==> src/rtl/pc_gen.sv <==
// Program counter generator: BOOT/RUN/HALT fetch sequencer with trap, redirect
// and back-pressure handling plus an accepted-fetch counter.
module pc_gen #(
    parameter int unsigned        XLEN      = 32,
    parameter logic [XLEN-1:0]    RESET_VEC = '0,
    parameter logic [XLEN-1:0]    TRAP_VEC  = XLEN'(32'h0000_0100),
    parameter int unsigned        INC       = 4
) (
    input  logic            clk,
    input  logic            rst,
    input  logic            stall,
    input  logic            redirect_valid,
    input  logic [XLEN-1:0] redirect_pc,
    input  logic            trap_valid,
    input  logic            halt_req,
    input  logic            fetch_ready,
    output logic            fetch_valid,
    output logic [XLEN-1:0] pc,
    output logic [XLEN-1:0] npc_seq,
    output logic            misalign_err,
    output logic            halted,
    output logic [XLEN-1:0] fetch_count
);

    localparam logic [1:0] S_BOOT = 2'd0;
    localparam logic [1:0] S_RUN  = 2'd1;
    localparam logic [1:0] S_HALT = 2'd2;

    localparam logic [XLEN-1:0] INC_V    = XLEN'(INC);
    localparam logic [XLEN-1:0] INC_MASK = XLEN'(INC - 1);

    logic [1:0]      state;
    logic [1:0]      state_next;
    logic [XLEN-1:0] pc_next;
    logic [XLEN-1:0] count_next;
    logic            misalign_next;
    logic            accept;

    assign accept  = fetch_valid & fetch_ready & ~stall;
    assign npc_seq = pc + INC_V;

    // State and output registers; fetch_valid/halted mirror the next state.
    always_ff @(posedge clk) begin
        if (rst) begin
            state        <= S_BOOT;
            pc           <= RESET_VEC;
            fetch_count  <= '0;
            misalign_err <= 1'b0;
            fetch_valid  <= 1'b0;
            halted       <= 1'b0;
        end else begin
            state        <= state_next;
            pc           <= pc_next;
            fetch_count  <= count_next;
            misalign_err <= misalign_next;
            fetch_valid  <= (state_next == S_RUN);
            halted       <= (state_next == S_HALT);
        end
    end

    // Next-state logic: trap beats redirect beats sequential advance.
    always_comb begin
        state_next    = state;
        pc_next       = pc;
        count_next    = fetch_count;
        misalign_next = 1'b0;

        if (accept) begin
            count_next = fetch_count + XLEN'(1);
        end

        if (trap_valid) begin
            pc_next    = TRAP_VEC;
            state_next = S_RUN;
        end else if (redirect_valid && (state != S_BOOT)) begin
            if ((redirect_pc & INC_MASK) == '0) begin
                pc_next = redirect_pc;
            end else begin
                pc_next       = TRAP_VEC;
                misalign_next = 1'b1;
            end
            state_next = S_RUN;
        end else begin
            if (accept) begin
                pc_next = npc_seq;
            end
            case (state)
                S_BOOT:  state_next = S_RUN;
                S_RUN:   if (halt_req) state_next = S_HALT;
                S_HALT:  state_next = S_HALT;
                default: state_next = S_BOOT;
            endcase
        end
    end

endmodule

==> config.mk <==
export PLATFORM = sky130hd
export DESIGN_NAME = pc_gen
export DESIGN_NICKNAME = d
export VERILOG_FILES = /design/src/rtl/pc_gen.sv
export SDC_FILE = /design/constraint.sdc
export NUM_CORES = 1
export LEC_CHECK = 0
export CAP_MARGIN = 40
export CORE_MARGIN = 10
export CORE_UTILIZATION = 25
export DETAILED_ROUTE_END_ITERATION = 8
export GPL_TIMING_DRIVEN = 1
export HOLD_SLACK_MARGIN = 0.12
export PLACE_DENSITY = 0.53
export SYNTH_ARGS = -nofsm -noshare
export SYNTH_HDL_FRONTEND = slang
export SYNTH_SLANG_ARGS = --single-unit
==> constraint.sdc <==
create_clock -name clk -period 5.76 [get_ports clk]
set_input_delay 1.152 -clock clk [delete_from_list [all_inputs] [get_ports clk]]
set_output_delay 1.152 -clock clk [all_outputs]
set_load 0.005 [all_outputs]
# --- After elaboration in Yosys (flattened, before gate mapping) ---
# Cells that the tools add are included.
# Widths: inputs -> output; s select.
classes:
  order_cmp: 0
  n_addsub: 2
  mux: 9
  n_eq_ne: 4
  n_bitwise: 4
  mul: 0
  shift: 0
  n_reduce_logical: 8
  n_div: 0
op_table:
  columns: ["cell", "count"]
  rows:
  - ["$mux 32", 3]
  - ["$add 32x1->32 const B", 1]
  - ["$add 32x3->32 const B", 1]
  - ["$logic_not 32->1", 1]
  - ["$mux 9", 1]
  - ["$mux 2", 3]
  - ["$pmux 2 s3", 1]
  - ["$eq 2x1->1 const B", 2]
  - ["$eq 2x2->1 const B", 2]
  - ["$reduce_bool 2->1", 2]
  - ["$reduce_bool 3->1", 1]
  - ["$reduce_or 3->1", 1]
  - ["$and 1x1->1", 2]
  - ["$logic_not 2->1", 1]
  - ["$not 1->1", 2]
  - ["$reduce_or 2->1", 1]
  - ["$logic_and 1x1->1", 1]
  - ["$mux 1", 1]
totals:
  latchBits: 0
  out_inout_bits: 99
  mem_bits_rw: 0
  memories: 0
  inputBits: 39
  register_bits: 69
  rom_bits: 0

# --- Logic depth before layout (Yosys ltp) ---
depth:
  ltp_word: 5
  ltp_mapped: 8

# --- Worst setup path before layout ---
# No wires, ideal clock.
synth_timing:
  path_kind: "register to output"
  from: "reg pc[2]"
  to: "out npc_seq[24]"
  setup_slack_ps: 2657
  arrival_time_ps: 1951
  path_buffers: 0
  path_stages_with_launch: 6
  path_cell_list: "dfxtp_1 -> ha_1 -> nand4_4 -> nor4_1 -> nand4_1 -> xnor2_1"
synth_between:
  elab_chain_len: 1
synth_rtl:
  columns: ["element", "line_no", "text"]
  rows:
  - ["start: declaration", "18", "output logic [XLEN-1:0] pc,"]
  - ["start signal: assignment", "53", "pc <= pc_next;"]
  - ["$add 32x3->32", "40", "assign npc_seq = pc + INC_V;"]
  - ["end: declaration", "19", "output logic [XLEN-1:0] npc_seq,"]
# No other way between the ends.

# --- Final worst setup path ---
layout_timing:
  from: "reg pc[4]"
  to: "out npc_seq[29]"
# The elaborated chain is that of the path after synthesis.

==> out/metrics.csv <==
stage;metric;value;unit
floorplan;start_util;0.258;
power_and_ir_drop;leakage;2.08;nW
clock_network;insertion_delay;0.33;ns
sta;finClkSkew;0.00820;ns
global_routing;overflow;0;
clock_network;clockBufferDepth;2;
route;ant_nets;0;
floorplan;ios;138;
finish;area_delta_synth_final;42.9;%
route;post_drt_wl_per_cell;17.7;µm
finish;fillerInstances;1634;
finish;design_area;0.00591;mm²
synthesis;ys_ff_latch;69;
route;firstDrtPassIters;4;
clock_network;htreeDepth;3;
finish;final_cell_mix;clkdlybuf4s50_1, dfxtp_1, nor2_1;
synthesis;synthFlopType;dfxtp_1;
finish;drive_above_1_share;0.0711;
clock_network;post_cts_resized;0;
synthesis;syn_area;0.00414;mm²
route;via_per_inst;4.94;
synthesis;syn-instance-count;510;
clock_network;numCtsBuffers;9;
clock_network;post_cts_buffers;0;
power_and_ir_drop;pwr_density_cell;199;mW/mm²
clock_network;cts.clk_slew.worst_paths;0.06;ns
worst_setup_path;start_kind;register;
finish;final_nets;669;
route;drcViolationCount;0;
worst_setup_path;r2r-start;pc[2];
worst_setup_path;cp_top_family;simple AND/OR/NAND/NOR gates;
floorplan;rows;46;
sta;rsz0062_at_grt;no;
clock_network;clock-root-buffer;clkbuf_16;
global_routing;grt_pass1_vias;4167;
synthesis;synth_cell_types;62;
placement;gp_congestion;0.784;
global_routing;antenna_found_initial;0;
finish;seqCellArea;0.00138;mm²
sta;tns;0;ns
clock_network;cts_hold_buf;0;
placement;port_buffers;137;
worst_setup_path;setup.worst_path.end_class;output port;
worst_setup_path;path_cells;and3_1 > and2_1 > nand3_1 > nor2_1 > xor2_1 > clkdlybuf4s50_1;
sta;slew_headroom;0.507;
flow_run;cap_violations;0;
finish;final_common_cell;clkdlybuf4s50_1;
status;status;complete, no violations;
global_routing;grtUsageTotal;0.136;
synthesis;ys_seq_area_frac;0.334;
sta;worstMarginPinSlew;0.737;ns
worst_setup_path;cp_num_buf_inv;1;
synthesis;postSynthAreaPerCell;8.11;µm²
route;drt-total-wl;15.0;mm
sta;slew_violations;0;
sta;finalHoldViolations;0;
placement;hpwl;11.2;mm
clock_network;cts_sinks;69;
global_routing;grt_max_degree;40;
worst_setup_path;slowest_stage;clkdlybuf4s50_1;
worst_hold_path;min_path_type;register to register;
route;drt_iter0_markers;238;
worst_setup_path;worstPathRequired;4.61;ns
sta;post-route-period-util;0.712;
synthesis;yosysWarnings;0;
global_routing;grt_pass1_wl;24.1;mm
synthesis;postSynthNetCount;551;
worst_setup_path;cp_slowest_stage_delay;0.55;ns
synthesis;async_flop_share;0;
floorplan;die_x;149;µm
placement;placed_cell_area;0.00560;mm²
sta;min_period;4.10;ns
worst_setup_path;cp.arrival;2.95;ns
clock_network;cts_tree;built;
floorplan;core_area;0.0161;mm²
sta;setup_viol;0;
synthesis;yosysTopAreaCell;dfxtp_1;
synthesis;synth-edff-count;0;
floorplan;die_h;149;µm
worst_setup_path;cp_max_fo;14;
worst_setup_path;worstSetupStartpoint;pc[4];
worst_setup_path;path_class;register to output port;
route;num_vias;4194;
synthesis;synth_top_area_share;0.334;
power_and_ir_drop;ir_drop;0.000132;V
finish;diodes;0;
floorplan;dieArea;0.0221;mm²
synthesis;synth_area_leaders;dfxtp_1, xnor2_1, xor2_1;
sta;timing.fmax;244;MHz
finish;multi_input_area;0.00247;mm²
[power breakdown]
part | leakage, nW | switching, mW | internal [mW] | total [mW]
logic | 1.37 | 0.0538 | 0.0523 | 0.106
registers | 0.557 | 0.00707 | 0.482 | 0.489
clock network | 0.145 | 0.229 | 0.350 | 0.580
[Yosys cell counts, types with 9 or more instances]
| cell | count |
|---|---|
| clkbuf_1 | 20 |
| xor2_1 | 24 |
| nor3_1 | 18 |
| xnor2_1 | 34 |
| o21ai_0 | 20 |
| nand2_1 | 46 |
| nand4_1 | 14 |
| and3_1 | 16 |
| nor4_1 | 11 |
| dfxtp_1 | 69 |
| nand3_1 | 30 |
| nor2_1 | 50 |
| inv_1 | 9 |
| a21oi_1 | 41 |
[metal layers]
layer / vias to the layer above / track usage / wire length (µm)
li1: 2065 / - / -
met2: 143 / 0.221 / 7270
met1: 1977 / 0.172 / 6490
met4: 0 / 0.0496 / 176
met3: 9 / 0.0319 / 1050
met5: - / 0 / 0
[per-stage QoR]
stage               power (mW)  utilization  hold WS, ns  worst slack, ns  std cells
finish                    1.17        0.368        0.503             1.66        849
global route              1.23        0.368        0.518             1.45        849
CTS                       1.19        0.368        0.506             1.65        849
detailed placement       0.606        0.349        0.497             2.03        833
global placement         0.602        0.347        0.490             2.10        830
floorplan                0.542            -        0.483             2.66        510
[registers in the layout, indices dropped and copies added (netlist names), named ones only]
signal	flops
fetch_count	32
fetch_valid	1
halted	1
misalign_err	1
pc	30
state	2
[path summary, 6_finish.rpt]
| path | to | slack [ns] | depth (start not counted) |
|---|---|---|---|
| worst max-delay path | npc_seq[29] | 1.66 | 6 |
| worst min-delay path | register | 0.50 | 1 |
| worst max register to register | pc[26] | 3.29 | 6 |
| worst min register to register | register | 0.50 | 1 |
[final cells by class]
type | count | share of cell area
tap | 216 | 0.0457
clock buffer | 10 | 0.0404
timing repair buffer | 146 | 0.245
sequential | 69 | 0.234
inverter | 9 | 0.00571
clock inverter | 6 | 0.0121
multi-input combinational | 393 | 0.417
[cells by family (layout without fill, tap and decap cells)]
group / Yosys count / count (layout) / synth area share
compound gates: 102 / 102 / 0.160
simple gates: 226 / 226 / 0.292
flops: 69 / 69 / 0.334
fa+ha+maj: 2 / 2 / 0.00605
mux: 5 / 5 / 0.0127
buf+inv: 48 / 171 / 0.0726
xor+xnor: 58 / 58 / 0.123
[worst register-to-register path: stages (launching register included)]
cell and delay (ns):
dfxtp_1 0.44, ha_1 0.35, nand4_4 0.15, or4_4 0.52, nor3_1 0.38, mux2_2 0.39
nor3_1 0.17
Power figures use the tool's default switching activity.
